===== config.mk =====
export PLATFORM = sky130hd
export DESIGN_NAME = sub_div_ctrl
export DESIGN_NICKNAME = d
export VERILOG_FILES = /design/src/rtl/sub_div_ctrl_pkg.sv /design/src/rtl/sub_div_ctrl_sub.sv /design/src/rtl/sub_div_ctrl.sv
export SDC_FILE = /design/constraint.sdc
export NUM_CORES = 1
export LEC_CHECK = 0
export BUFFER_PORTS_ARGS = -buffer_cell sky130_fd_sc_hd__buf_4
export CORE_MARGIN = 3
export CORE_UTILIZATION = 62
export DETAILED_ROUTE_END_ITERATION = 10
export GPL_TIMING_DRIVEN = 0
export HOLD_SLACK_MARGIN = 0.03
export MAX_ROUTING_LAYER = met4
export PLACE_DENSITY = 0.87
export SYNTH_ARGS = -nofsm -noshare
export SYNTH_HDL_FRONTEND = slang
export SYNTH_SLANG_ARGS = --single-unit

===== constraint.sdc =====
create_clock -name clk -period 12.3 [get_ports clk]
set_input_delay 1.845 -clock clk [delete_from_list [all_inputs] [get_ports clk]]
set_output_delay 1.845 -clock clk [all_outputs]
set_load 0.01 [all_outputs]

===== src/rtl/sub_div_ctrl_pkg.sv =====
// Shared definitions for the sub_div_ctrl divider slice.
//   DIV_W      operand/result width (fixed at 32 while the shared subtractor is used)
//   DIV_MSB    index of the operand MSB
//   DIV_MSB2   index just below the MSB, used for the one-bit shifts
//   CNT_W      iteration counter width, clog2(DIV_W)+1
//   state_t    sequencer states S_IDLE / S_RUN / S_DONE
//   CNT_LAST   counter value of the final iteration
//   CNT_ONE    counter increment
package sub_div_ctrl_pkg;

    localparam int DIV_W    = 32;
    localparam int DIV_MSB  = DIV_W - 1;
    localparam int DIV_MSB2 = DIV_W - 2;
    localparam int CNT_W    = $clog2(DIV_W) + 1;

    typedef enum logic [1:0] {
        S_IDLE = 2'd0,
        S_RUN  = 2'd1,
        S_DONE = 2'd2
    } state_t;

    localparam logic [CNT_W-1:0] CNT_LAST = CNT_W'(DIV_MSB);
    localparam logic [CNT_W-1:0] CNT_ONE  = CNT_W'(1);

endpackage


===== src/rtl/sub_div_ctrl_sub.sv =====
// Shared subtractor used by the divider.
//   a_i    minuend (DIV_W bits)
//   b_i    subtrahend (DIV_W bits)
//   out_o  a_i + ~b_i + 1, i.e. a_i - b_i modulo 2^DIV_W
//   co_o   carry out; 1 when a_i >= b_i (unsigned), meaning no borrow
module sub_div_ctrl_sub
    import sub_div_ctrl_pkg::*;
(
    input  logic [DIV_MSB:0] a_i,
    input  logic [DIV_MSB:0] b_i,
    output logic [DIV_MSB:0] out_o,
    output logic             co_o
);

    // One extra bit captures the carry of the two's-complement add.
    logic [DIV_W:0] sum;

    assign sum   = {1'b0, a_i} + {1'b0, ~b_i} + {{DIV_W{1'b0}}, 1'b1};
    assign out_o = sum[DIV_MSB:0];
    assign co_o  = sum[DIV_W];

endmodule


===== src/rtl/sub_div_ctrl.sv =====
// Multi-cycle unsigned restoring divider sequencer, one quotient bit per
// clock, built around a single shared subtractor.
//   clk          system clock, rising edge
//   rst          asynchronous active-high reset
//   start        request, sampled only in IDLE
//   dividend     unsigned dividend, captured on the accepting edge
//   divisor      unsigned divisor, captured on the accepting edge
//   busy         high while in RUN or DONE
//   done         one-cycle pulse; results valid from this cycle
//   quotient     result quotient, held until the next result
//   remainder    result remainder, held until the next result
//   div_by_zero  set with done when the captured divisor was zero
module sub_div_ctrl
    import sub_div_ctrl_pkg::*;
(
    input  logic             clk,
    input  logic             rst,
    input  logic             start,
    input  logic [DIV_MSB:0] dividend,
    input  logic [DIV_MSB:0] divisor,
    output logic             busy,
    output logic             done,
    output logic [DIV_MSB:0] quotient,
    output logic [DIV_MSB:0] remainder,
    output logic             div_by_zero
);

    state_t           state_q, state_d;
    logic [DIV_MSB:0] q_q;      // dividend shifting out / quotient shifting in
    logic [DIV_MSB:0] r_q;      // partial remainder
    logic [DIV_MSB:0] d_q;      // captured divisor
    logic [CNT_W-1:0] cnt_q;
    logic [DIV_MSB:0] quot_q;
    logic [DIV_MSB:0] rem_q;
    logic             busy_q;
    logic             done_q;
    logic             dbz_q;

    logic             divisor_zero;
    logic             last_iter;
    logic [DIV_MSB:0] s_low;
    logic [DIV_MSB:0] diff;
    logic             co;
    logic             ge;
    logic [DIV_MSB:0] r_next;
    logic [DIV_MSB:0] q_next;

    assign divisor_zero = (divisor == '0);
    assign last_iter    = (cnt_q == CNT_LAST);

    // Low DIV_W bits of the shifted partial remainder {r_q, q_q[MSB]};
    // the dropped top bit is r_q[MSB].
    assign s_low = {r_q[DIV_MSB2:0], q_q[DIV_MSB]};

    sub_div_ctrl_sub u_sub (
        .a_i   (s_low),
        .b_i   (d_q),
        .out_o (diff),
        .co_o  (co)
    );

    // When the dropped top bit is set the shifted value exceeds any divisor,
    // so subtraction must happen; the low bits of diff are still exact.
    assign ge     = r_q[DIV_MSB] | co;
    assign r_next = ge ? diff : s_low;
    assign q_next = {q_q[DIV_MSB2:0], ge};

    always_comb begin
        state_d = state_q;
        unique case (state_q)
            S_IDLE: begin
                if (start) begin
                    state_d = divisor_zero ? S_DONE : S_RUN;
                end
            end
            S_RUN: begin
                if (last_iter) begin
                    state_d = S_DONE;
                end
            end
            S_DONE:  state_d = S_IDLE;
            default: state_d = S_IDLE;
        endcase
    end

    always_ff @(posedge clk or posedge rst) begin
        if (rst) begin
            state_q <= S_IDLE;
            q_q     <= '0;
            r_q     <= '0;
            d_q     <= '0;
            cnt_q   <= '0;
            quot_q  <= '0;
            rem_q   <= '0;
            busy_q  <= 1'b0;
            done_q  <= 1'b0;
            dbz_q   <= 1'b0;
        end else begin
            state_q <= state_d;
            // Status outputs are registered from the next state so they
            // line up with the state they describe.
            busy_q  <= (state_d != S_IDLE);
            done_q  <= (state_d == S_DONE);
            case (state_q)
                S_IDLE: begin
                    if (start) begin
                        q_q   <= dividend;
                        d_q   <= divisor;
                        r_q   <= '0;
                        cnt_q <= '0;
                        dbz_q <= divisor_zero;
                        if (divisor_zero) begin
                            quot_q <= '1;
                            rem_q  <= dividend;
                        end
                    end
                end
                S_RUN: begin
                    r_q   <= r_next;
                    q_q   <= q_next;
                    cnt_q <= cnt_q + CNT_ONE;
                    if (last_iter) begin
                        quot_q <= q_next;
                        rem_q  <= r_next;
                    end
                end
                default: begin
                end
            endcase
        end
    end

    assign busy        = busy_q;
    assign done        = done_q;
    assign quotient    = quot_q;
    assign remainder   = rem_q;
    assign div_by_zero = dbz_q;

endmodule


**Word level (Yosys, flattened, before mapping)**

Cells that the tools add are included.

- Add/sub/neg operators: 3
- Eq/ne operators: 6
- Mux-type cells: 19
- Bitwise gates (word level): 2
- Reductions and logical operators: 7

Operators with widths:

| operator | count |
|---|---|
| $mux 32 | 9 |
| $pmux 32 s2 | 4 |
| $add 32x32->33 | 1 |
| $add 33x1->33 const B | 1 |
| $logic_not 32->1 | 1 |
| $not 32->32 | 1 |
| $pmux 6 s2 | 1 |
| $add 6x1->6 const B | 1 |
| $eq 6x5->1 const B | 1 |
| $mux 2 | 3 |
| $mux 6 | 1 |
| $ne 2x2->1 const B | 3 |
| $pmux 2 s2 | 1 |
| $reduce_and 2->1 | 2 |
| $reduce_and 4->1 | 1 |
| $reduce_bool 2->1 | 2 |
| $eq 2x1->1 const B | 1 |
| $eq 2x2->1 const B | 1 |
| $logic_not 2->1 | 1 |
| $or 1x1->1 | 1 |

- Register bits after elaboration: 171
- Input port bits: 67
- Output and inout port bits: 67

**Depth between registers and ports, before layout**

Gate-level depths: netlist of the first run.

- Depth after elaboration: 7
- Depth in mapped cells: 13

**Modules after synthesis**

Synthesis of the first run repeated with hierarchy kept, for this count alone.

- Cells, all modules: 1,033
- Area, all modules: 9,476.6 sq um

Modules (own cells, without submodules):

| module | instances | cells an instance | area each (sq um) |
|---|---|---|---|
| sub_div_ctrl | 1 | 731 | 7,494.7 |
| sub_div_ctrl_sub | 1 | 302 | 1,981.9 |

**Least setup slack after synthesis of the first run**

No wires, ideal clock.

- Kind: input port to flip-flop
- Start: in divisor[25]
- End: reg rem_q[30] (netlist: remainder[30])
- Setup time: 0.142 ns
- Arrival: 3.441 ns
- Data required time: 12.158 ns
- Slack: 8.717 ns
- Cell stages on the path: 11
- Buffers on the path: 3
- Cell sequence: nor4_1 -> nand4_1 -> nor2_1 -> nand2_1 -> o21ai_0 -> nand2b_1 -> clkbuf_1 -> inv_2 -> buf_2 -> buf_1 -> a31oi_1

- Word-level cells in the longest chain between the ends: 3

Ends and longest elaborated chain:

| element | line | source |
|---|---|---|
| start, declared | sub_div_ctrl.sv:20 | `input logic [DIV_MSB:0] divisor,` |
| $logic_not 32->1 | sub_div_ctrl.sv:48 | `assign divisor_zero = (divisor == '0);` |
| $ne 2x2->1 (no line) | -- |  |
| $reduce_and 4->1 (no line) | -- |  |
| end signal, assigned | sub_div_ctrl.sv:114 | `rem_q <= dividend;` |
| end signal, assigned | sub_div_ctrl.sv:124 | `rem_q <= r_next;` |
| end, declared | sub_div_ctrl.sv:34 | `logic [DIV_MSB:0] rem_q;` |

Every way passes these cells.
A chain may end at the register's enable or synchronous reset.

**Final worst setup path of the first run**

- Start: in divisor[24]
- End: reg quot_q[0] (netlist: quotient[0])

- Word-level cells in the longest chain between the ends: 3

Ends and longest elaborated chain:

| element | line | source |
|---|---|---|
| $logic_not 32->1 | sub_div_ctrl.sv:48 |  |
| $ne 2x2->1 (no line) | -- |  |
| $reduce_and 4->1 (no line) | -- |  |
| end signal, assigned | sub_div_ctrl.sv:123 | `quot_q <= q_next;` |
| end, declared | sub_div_ctrl.sv:33 | `logic [DIV_MSB:0] quot_q;` |

Every way passes these cells.

==> summary.txt, run 1 <==
Clock network
  • Hold buffer count at cts: 0
  • Longest Clk Path Bufs: 2
  • Clk root buf: clkbuf_16
  • Post-CTS sizing: 0
  • H-Tree Depth: 4
  • Setup bufs post-CTS: 0
  • Clk_lat worst skew: 0.43 ns
  • Reg clk slew, reported paths: 0.07 ns
  • Clock sink count: 171
  • Total CTS buffers: 17
  • CTS tree: done

STA
  • Worst Clk Skew: 0.008226 ns
  • RSZ-0062 raised after global routing: false
  • Pins Over Slew Limit: 0
  • Actual slew at the worst max-slew pin: 0.7952 ns
  • Setup TNS: 0 ns
  • Max-slew headroom at the worst pin: 0.4653
  • Final hold viol count: 0
  • Tightest hold margin: 0.4932 ns
  • Final worst-path cycle share: 0.3611
  • Setup violators final: 0
  • Fin crit period: 4.442 ns
  • FMAX: 225.1 MHz

Synthesis
  • Commonest cells post-synth: dfrtp_1, nand2_1, nor2_1
  • Library cells used by synthesis: 59
  • Cells after synthesis: 994
  • Post-synth EDFFs: 0
  • Top-count cell post-synth: dfrtp_1
  • Largest cells by area after synthesis: dfrtp_1, nand2_1, nor2_1
  • Synth Warn #: 0
  • Synth Register Bits: 171
  • Ys async rst share: 1.000
  • Syn Std Cell Area: 8803 um2
  • Post-synth top flop: dfrtp_1
  • Synth Net Count: 1095
  • Share of the synthesized area in the top cell type: 0.4861
  • Leading area contributor after synthesis: dfrtp_1
  • Post-synthesis sequential area ratio: 0.4861
  • Avg Cell Area, Syn: 8.857 um2

Floorplan
  • Area of the core: 13560 um2
  • Top-Level Pins: 134
  • Die Height: 125.2 um
  • Die area: 15670 um2
  • Chip Width: 125.2 um
  • Starting Density: 0.6493
  • Cell row count: 42

Critical path
  • Crit Path Class: in -> reg
  • Critical path required time: 12.66 ns
  • Endpoint type of the worst setup path: flip-flop
  • RR Startpoint: q_q[31]
  • Reg2reg end: remainder[30]
  • Maximum fanout along the worst path: 10
  • Worst Setup Start Kind: input port
  • Crit path DAT: 4.80 ns
  • Worst R2R Setup Slack: 8.62 ns
  • Worst r2r path cells: 12

GRT
  • First-pass GRT wire length: 42.03 mm
  • Gr usage total: 0.3449
  • Number of global-route vias before repair: 8132
  • Global route overflow: 0
  • Initial antenna violation count: 0
  • Largest net degree at the start of global routing: 116

Hold path
  • Hold path endpoint: remainder[4]
  • Hold path cells: 2
  • HP Class: reg -> reg
  • Hold_sp: remainder[4]

Route
  • Total number of vias: 8418
  • Vias/cell: 6.301
  • Post-route ant nets: 0
  • Post-route DRC: 0
  • Initial DRC count: 1044
  • WL final: 26.25 mm
  • DRT Pass-1 Iters: 8
  • DR WL/cell: 19.65 um

Cells and area
  • Fill cells: 914
  • Final instance area: 10670 um2
  • Final net count: 1248
  • Layout cells sized above 1: 0.1647
  • Post-route insts no fill: 1336
  • ANT cells: 0
  • Layout area overhead: 21.22%

Power
  • Combinational power share: 0.590
  • Clock share of power: 0.146
  • Leakage: 4.822 nW
  • NetSw: 1.760 mW
  • Cell Int Power: 2.032 mW
  • Total power: 3.792 mW
  • Switching share of power: 0.4641
  • Power share of the sequential group: 0.263
  • Peak supply drop: 159.9 uV
  • PwrDens: 355.3 nW/um2

Placement
  • Post-Place Cell Area: 10060 um2
  • Hpwl dp: 19.15 mm
  • GP Congestion: 0.9281
  • Placed insts: 1304
  • I/O Buffers: 133

Run status
  • Outcome: completed

Job
  • Maxcap violations: 0
## layer usage
layer / routed length [um] / vias up / track usage / share of wire
met5: 0 / - / - / 0
met1: 10290 / 4030 / 0.4488 / 0.39
met2: 12240 / 523 / 0.5293 / 0.47
met4: 911 / 0 / 0.1403 / 0.035
li1: - / 3787 / - / -
met3: 2811 / 78 / 0.07761 / 0.11
## power groups by stage
stage / Sequential [mW] / Clock [mW] / Combinational, mW
CTS: 0.990 / 0.555 / 2.20
global placement: 0.983 / 0 / 2.11
finish: 0.998 / 0.555 / 2.24
global route: 1.02 / 0.579 / 2.45
floorplan: 0.981 / 0 / 1.54
detailed placement: 0.993 / 0 / 2.17
## sequential cells by signal, summed over array words and instances, names as in the netlist
register,flops
busy,1
cnt_q,6
d_q,32
div_by_zero,1
done,1
q_q,32
quotient,32
r_q,32
remainder,32
state_q,2
## cell families (layout without fill, tap and decap cells)
family	after synthesis	after routing	synth area share
xor gates and xnor gates	30	30	0.02985
and+or+nand+nor	358	358	0.1703
DFF	171	171	0.4861
AOI/OAI and AO/OA	289	289	0.2116
buffers and inverters	112	278	0.05301
adders and majority gates	34	34	0.04918
## stage by stage
step / setup slack, ns / util
after floorplan: 5.823 / -
after global placement: 4.091 / 0.7392
after detailed placement: 7.635 / 0.7418
after CTS: 7.977 / 0.7871
after global routing: 7.694 / 0.7871
final: 7.859 / 0.7871
## area by class of cell
cell class | instances | area [um2] | area share
multi-input cells | 711 | 4058 | 0.3802
clock inverters | 13 | 161.4 | 0.01512
clock buffers | 19 | 452.9 | 0.04244
well taps | 176 | 220.2 | 0.02064
repair buffers | 134 | 1026 | 0.09614
plain buffers | 59 | 267.8 | 0.02509
inverters | 53 | 206.4 | 0.01935
flip-flops and latches | 171 | 4279 | 0.4010
## placed cells by master, fill, tap and decap left out, types with 17 or more instances in the layout
cell         n
a21oi_1     91
a222oi_1    24
a31oi_1     33
buf_4      133
clkbuf_1    38
clkbuf_16   17
dfrtp_1    171
ha_1        33
inv_1       50
nand2_1    158
nor2_1     132
o21ai_0     56
## worst max-delay path by stage
stage,startpoint,endpoint,slack [ns],cells past startpoint
floorplan,rst,busy,5.82,1
global placement,rst,d_q[27],4.09,2
detailed placement,divisor[24],remainder[6],7.63,12
CTS,divisor[24],quotient[4],7.98,13
global route,divisor[17],quotient[31],7.69,12
finish,divisor[24],quotient[0],7.86,13
## critical path, cell delays in order
cell and delay, ns:
buf_4 0.11, nor4_1 0.34, nand4_1 0.20, nor2_1 0.39
nand2_1 0.10, o21ai_0 0.27, nand2b_1 0.09, clkbuf_1 0.25
inv_2 0.17, buf_2 0.27, buf_1 0.51, nor2_1 0.10
a21oi_1 0.14
Power figures use the tool's default switching activity.
==> inputs of run 2 (changes only) <==
Settings changed: CORE_UTILIZATION 62 to 52, PLACE_DENSITY 0.87 to 0.78.
Clock period 12.3 ns to 3.6 ns, I/O delays scaled along.
==> run 2 against run 1 <==
Setup slack worse by 7.7 ns. Largest cell class unchanged. Critical path depth down 1. Count of clock-buffer cells in the layout down 1. Register-to-register slack worse by 8.5 ns. Combinational power rose to 3.4 times the previous value. Sequential power rose to 3.4 times the previous value. Critical endpoint is now remainder[30]. Wire length down 3.0%.
==> summary.txt, run 2 (synthesis gave the netlist of run 1 again) <==
Floorplan
  • Starting Density: 0.5424
  • Chip Width: 136.1 um
  • Die area: 18530 um2
  • Area of the core: 16230 um2
  • Top-Level Pins: 134
  • Die Height: 136.1 um
  • Cell row count: 46

Run status
  • Outcome: completed

Route
  • Vias/cell: 5.820
  • Total number of vias: 8026
  • DRT met1 WL: 11.33 mm
  • Post-route DRC: 0
  • DR top layer: met4
  • Detailed route wirelength on metal3: 1.960 mm
  • DR WL/cell: 18.47 um
  • DRT Pass-1 Iters: 6
  • Post-route ant nets: 0
  • WL final: 25.47 mm
  • Met2 Wirelength: 11.57 mm
  • Initial DRC count: 751

Critical path
  • RR Startpoint: q_q[31]
  • Crit path DAT: 3.75 ns
  • Crit-path cells: inv_1 > ha_1 > fa_1 > nand2b_1 > a21o_1 > a31oi_2 > o31ai_1 > o31ai_2 > o22ai_1 > xnor2_1 > a22oi_1 > a31oi_1
  • Crit Path Class: reg -> reg
  • Endpoint type of the worst setup path: flip-flop
  • CP peak stage delay: 0.42 ns
  • Worst path slowest cell: o31ai_2
  • Worst Setup Start Kind: flip-flop
  • Maximum fanout along the worst path: 5
  • Critical path required time: 3.89 ns
  • Critical Path Source: q_q[31]

Power
  • Peak supply drop: 463.9 uV
  • Leakage: 4.821 nW
  • PwrDens: 1193 nW/um2
  • Total power: 12.80 mW

Clock network
  • Reg clk slew, reported paths: 0.07 ns
  • H-Tree Depth: 4
  • Clk root buf: clkbuf_16
  • Clk_lat worst skew: 0.44 ns
  • CTS tree: done
  • Total CTS buffers: 17
  • Longest Clk Path Bufs: 2
  • Clock sink count: 171

STA
  • Max-slew headroom at the worst pin: 0.4586
  • RSZ-0062 raised after global routing: false
  • Fin crit period: 3.459 ns
  • Actual slew at the worst max-slew pin: 0.8052 ns
  • Final worst-path cycle share: 0.9608
  • FMAX: 289.1 MHz
  • Worst Clk Skew: 0.01363 ns
  • Setup violators final: 0
  • Pins Over Slew Limit: 0
  • Final hold viol count: 0
  • Setup ws final: 0.1413 ns

Cells and area
  • Post-route insts no fill: 1379
  • Register Area: 4279 um2
  • Final core utilization: 0.6614
  • Final net count: 1251
  • Fill cells: 1377
  • ANT cells: 0
  • Layout cells sized above 1: 0.1685
  • Commonest cells after routing, fill and taps aside: dfrtp_1, nand2_1, buf_4
  • Layout area overhead: 21.94%
  • Area taken by multi-input logic gates: 4069 um2
  • Most common cell after layout, fill and taps aside: dfrtp_1

Placement
  • Hpwl dp: 19.79 mm
  • Dpl ws: -0.04388 ns
  • GP Congestion: 0.9242
  • I/O Buffers: 133
  • Placed insts: 1347

Job
  • Maxcap violations: 0

GRT
  • Initial antenna violation count: 0
  • Gr usage total: 0.2907
  • Largest net degree at the start of global routing: 45
  • Global route overflow: 0
  • First-pass GRT wire length: 40.48 mm
  • Number of global-route vias before repair: 7569

Hold path
  • HP Class: in -> async
[run 2: cell count changes in the layout (fill, tap and decap cells not counted), moves of 2 or more]
cell / change
bufinv_16: -2
inv_8: +3
clkinv_4: -2
buf_12: +4
clkinvlp_4: +2
[run 2: critical path: cells and delay by family, from the launching register on]
family | cells | cell delay [ns]
and+or+nand+nor | 1 | 0.20
buffers and inverters | 1 | 0.06
xor gates and xnor gates | 1 | 0.15
DFF | 1 | 0.41
AOI/OAI and AO/OA | 7 | 1.84
adders and majority gates | 2 | 0.63
[run 2: metal layers]
metal	up-vias	track usage
met5	-	-
met4	0	0.08511
met3	46	0.05181
met2	355	0.4334
met1	3816	0.4105
li1	3809	-
[run 2: layout make-up]
| cell class | count | share of cell area |
|---|---|---|
| Tap cell | 216 | 0.02517 |
| Multi-Input combinational cell | 711 | 0.3790 |
| Timing Repair Buffer | 137 | 0.1005 |
| Buffer | 59 | 0.02494 |
| Sequential cell | 171 | 0.3986 |
| Clock buffer | 18 | 0.04091 |
| Inverter | 53 | 0.01888 |
| Clock inverter | 14 | 0.01200 |
[run 2: what timing repair did]
item,CTS,global route
resized for setup,1,1
hold buffers,0,0
setup endpoints to repair,2,28
buffers inserted,0,0
cloned,0,0
[run 2: worst paths after layout]
check	end	slack [ns]	depth (start not counted)
min reg2reg	remainder[11]	0.49	2
min in group clk	d_q[29]	0.31	3
max in group asynchronous	d_q[27]	2.77	4
max	remainder[30]	0.14	12
max reg2reg	remainder[30]	0.14	12
min	quotient[5]	0.04	2
[run 2: stage by stage]
stage,hold WS (ns),area [um2],TNS [ns]
2_1_floorplan,0.4484,8807,0
3_3_place_gp,0.4662,10080,-16.11
3_5_place_dp,0.4733,10160,-0.08722
4_1_cts,0.03674,10730,0
5_1_grt,0.03969,10740,0
6_report,0.03563,10740,0
[run 2: where the power goes]
| group | total, mW | internal [mW] | switching (mW) |
|---|---|---|---|
| Sequential | 3.37 | 2.81 | 0.565 |
| Combinational | 7.64 | 3.07 | 4.58 |
| Clock | 1.79 | 0.932 | 0.854 |
==> inputs of run 3 (changes only) <==
--- a/config.mk
+++ b/config.mk
@@ -14,5 +14,6 @@
 export MAX_ROUTING_LAYER = met4
-export PLACE_DENSITY = 0.78
+export PLACE_DENSITY = 0.77
 export SYNTH_ARGS = -nofsm -noshare
 export SYNTH_HDL_FRONTEND = slang
+export SYNTH_HIERARCHICAL = 1
 export SYNTH_SLANG_ARGS = --single-unit
==> constraint.sdc (replaced) <==
create_clock -name clk -period 3.6 [get_ports clk]
set_input_delay 0.72 -clock clk [delete_from_list [all_inputs] [get_ports clk]]
set_output_delay 0.72 -clock clk [all_outputs]
set_load 0.01 [all_outputs]
==> run 3 against run 2 <==
Clock skew is 0.0060 ns lower. First-iteration DRC count fell by 16%. Final area up 7.2%. Sequential power is 2% lower. Critical endpoint is now remainder[20]. Register-to-register slack worse by 0.03 ns. Non-clock buffer count rose by 2. Sequential cell count unchanged. Final cell count increased by 3.6%. Die area increased by 7.3%. Sequential share of layout area shrank 2.7 points. Count of clock-buffer cells in the layout is the same.
==> summary.txt, run 3 <==
Synthesis
  • Synth Net Count: 1134
  • Ys async rst share: 1.000
  • Share of the synthesized area in the top cell type: 0.4515
  • Synth Warn #: 6
  • Top-count cell post-synth: nand2_1
  • Post-synth EDFFs: 0
  • Commonest cells post-synth: nand2_1, dfrtp_1, a21oi_1
  • Largest cells by area after synthesis: dfrtp_1, nand2_1, a21oi_1
  • Cells after synthesis: 1033
  • Post-synth top flop: dfrtp_1
  • Leading area contributor after synthesis: dfrtp_1
  • Synth Register Bits: 171
  • Library cells used by synthesis: 66
  • Syn Std Cell Area: 9477 um2
  • Post-synthesis sequential area ratio: 0.4515
  • Avg Cell Area, Syn: 9.174 um2

Placement
  • I/O Buffers: 133
  • GP Congestion: 0.9219
  • Post-Place Cell Area: 10840 um2
  • Hpwl dp: 20.27 mm

Power
  • Combinational power share: 0.584
  • Switching share of power: 0.4612
  • Peak supply drop: 572.1 uV
  • NetSw: 5.649 mW
  • Total power: 12.25 mW
  • Leakage: 5.453 nW
  • Power share of the sequential group: 0.269
  • Cell Int Power: 6.599 mW
  • PwrDens: 1065 nW/um2
  • Clock share of power: 0.147

STA
  • Pins Over Slew Limit: 0
  • Actual slew at the worst max-slew pin: 0.7408 ns
  • Fin crit period: 3.484 ns
  • Final worst-path cycle share: 0.9677
  • Worst Clk Skew: 0.007607 ns
  • Max-slew headroom at the worst pin: 0.5051
  • Final hold viol count: 0
  • Setup violators final: 0
  • FMAX: 287.0 MHz
  • Setup TNS: 0 ns

Floorplan
  • Die area: 19880 um2
  • Top-Level Pins: 134
  • Chip Width: 141.0 um
  • Die Height: 141.0 um
  • Starting Density: 0.5404
  • Area of the core: 17540 um2
  • Cell row count: 48

Route
  • WL final: 26.64 mm
  • Post-route ant nets: 0
  • DR WL/cell: 18.64 um
  • DRT Pass-1 Iters: 6
  • Post-route DRC: 0
  • Total number of vias: 8434
  • Vias/cell: 5.902
  • Initial DRC count: 629

Cells and area
  • Most common cell after layout, fill and taps aside: nand2_1
  • Final net count: 1293
  • ANT cells: 0
  • Layout cells sized above 1: 0.1952
  • Commonest cells after routing, fill and taps aside: nand2_1, dfrtp_1, buf_4
  • Layout area overhead: 21.40%
  • Fill cells: 1480
  • Final instance area: 11500 um2

Critical path
  • Worst Setup Start Kind: flip-flop
  • Worst R2R Setup Slack: 0.12 ns
  • Top delay family on crit path: compound AO/OA/AOI/OAI gates
  • Worst setup path endpoint: remainder[20]
  • RR Startpoint: q_q[31]
  • Crit path depth: 14
  • Cell mode on critical path: a21oi_2
  • Worst r2r path cells: 14
  • Crit Path Class: reg -> reg
  • Critical Path Source: q_q[31]
  • Crit path DAT: 3.80 ns
  • Worst path slowest cell: dfrtp_1
  • Crit path buf inv count: 2
  • Crit-path cells: inv_1 > ha_1 > fa_1 > nand2b_1 > a21oi_2 > o21ai_1 > a21oi_2 > a311oi_2 > o21ai_4 > nor2_4 > buf_6 > mux2i_2 > o21ai_0 > mux2_2
  • CP peak stage delay: 0.42 ns
  • Endpoint type of the worst setup path: flip-flop
  • Critical path required time: 3.92 ns
  • Maximum fanout along the worst path: 10
  • Reg2reg end: remainder[20]

GRT
  • Initial antenna violation count: 0
  • Global route overflow: 0
  • First-pass GRT wire length: 42.03 mm
  • Gr usage total: 0.2744
  • Number of global-route vias before repair: 8054
  • Largest net degree at the start of global routing: 39

Clock network
  • H-Tree Depth: 4
  • Hold buffer count at cts: 0
  • Reg clk slew, reported paths: 0.07 ns
  • CTS tree: done
  • Clock sink count: 171
  • Clk_lat worst skew: 0.43 ns
  • Total CTS buffers: 17
  • Longest Clk Path Bufs: 2
  • Clk root buf: clkbuf_16

Job
  • Maxcap violations: 0

Run status
  • Outcome: completed

Hold path
  • HP Class: in -> async
[run 3: cell count changes after synthesis, sizes merged, moves of 13 or more]
| cell | delta |
|---|---|
| a21o | +29 |
| a21oi | +19 |
| a222oi | -24 |
| a31oi | -32 |
| inv | +13 |
| mux2i | +38 |
| nand2 | +35 |
| nor2 | -102 |
| nor2b | +21 |
| o21ai | +21 |
| o22a | +31 |
[run 3: kinds of logic (layout without fill, tap and decap cells)]
kind of cell,count (synthesis),in the layout,share of synthesized area
XOR/XNOR,26,26,0.02403
flip-flops,171,171,0.4515
buffers and inverters,125,296,0.06258
AND/OR/NAND/NOR,297,297,0.1376
multiplexers,49,49,0.05321
adder cells (fa/ha/maj),34,34,0.04568
AO/OA/AOI/OAI,331,331,0.2254
[run 3: area by class of cell]
type	count	area, um2	area share
repair buffers	140	1101	0.09570
flip-flops and latches	171	4279	0.3719
inverters	67	260.3	0.02262
clock inverters	13	136.4	0.01185
clock buffers	18	429.2	0.03730
well taps	225	281.5	0.02447
plain buffers	58	342.8	0.02980
multi-input cells	737	4674	0.4063
[run 3: stage by stage]
step	std cells	util	hold slack [ns]	worst slack [ns]
6_report	1429	0.6560	0.4052	0.1163
5_1_grt	1429	0.6560	0.4650	-0.04560
4_1_cts	1427	0.6518	0.4232	0.02729
3_5_place_dp	1395	0.6182	0.4626	-0.5700
3_3_place_gp	1391	0.6136	0.4616	-0.4732
2_1_floorplan	1033	-	0.4457	0.3092
[run 3: how the worst min path moves through the flow]
stage / start / end / cells after the start
global placement: d_q[4] / d_q[4] / 2
floorplan: d_q[10] / d_q[10] / 2
CTS: rst / quotient[1] / 2
detailed placement: d_q[21] / d_q[21] / 2
finish: rst / quotient[1] / 2
global route: rst / q_q[1] / 2
[run 3: power by group through the flow]
stage | registers (mW) | clock network (mW) | logic, mW
4_1_cts | 3.28 | 1.81 | 6.92
5_1_grt | 3.38 | 1.90 | 7.86
3_3_place_gp | 3.29 | 0 | 6.65
6_report | 3.30 | 1.80 | 7.15
2_1_floorplan | 3.20 | 0 | 4.93
3_5_place_dp | 3.30 | 0 | 6.81
[run 3: what timing repair did]
action / in CTS / in global routing
buffers inserted: 1 / 2
pin swaps: 2 / 4
resized for setup: 6 / 16
setup endpoints to repair: 66 / 32
[run 3: routing by layer]
| layer | GRT usage | share of wire | vias to the layer above |
|---|---|---|---|
| met2 | 0.4345 | 0.48 | 305 |
| met4 | 0.06833 | 0.017 | 0 |
| met5 | - | 0 | - |
| met1 | 0.3715 | 0.43 | 4157 |
| met3 | 0.04715 | 0.067 | 39 |
| li1 | - | - | 3933 |
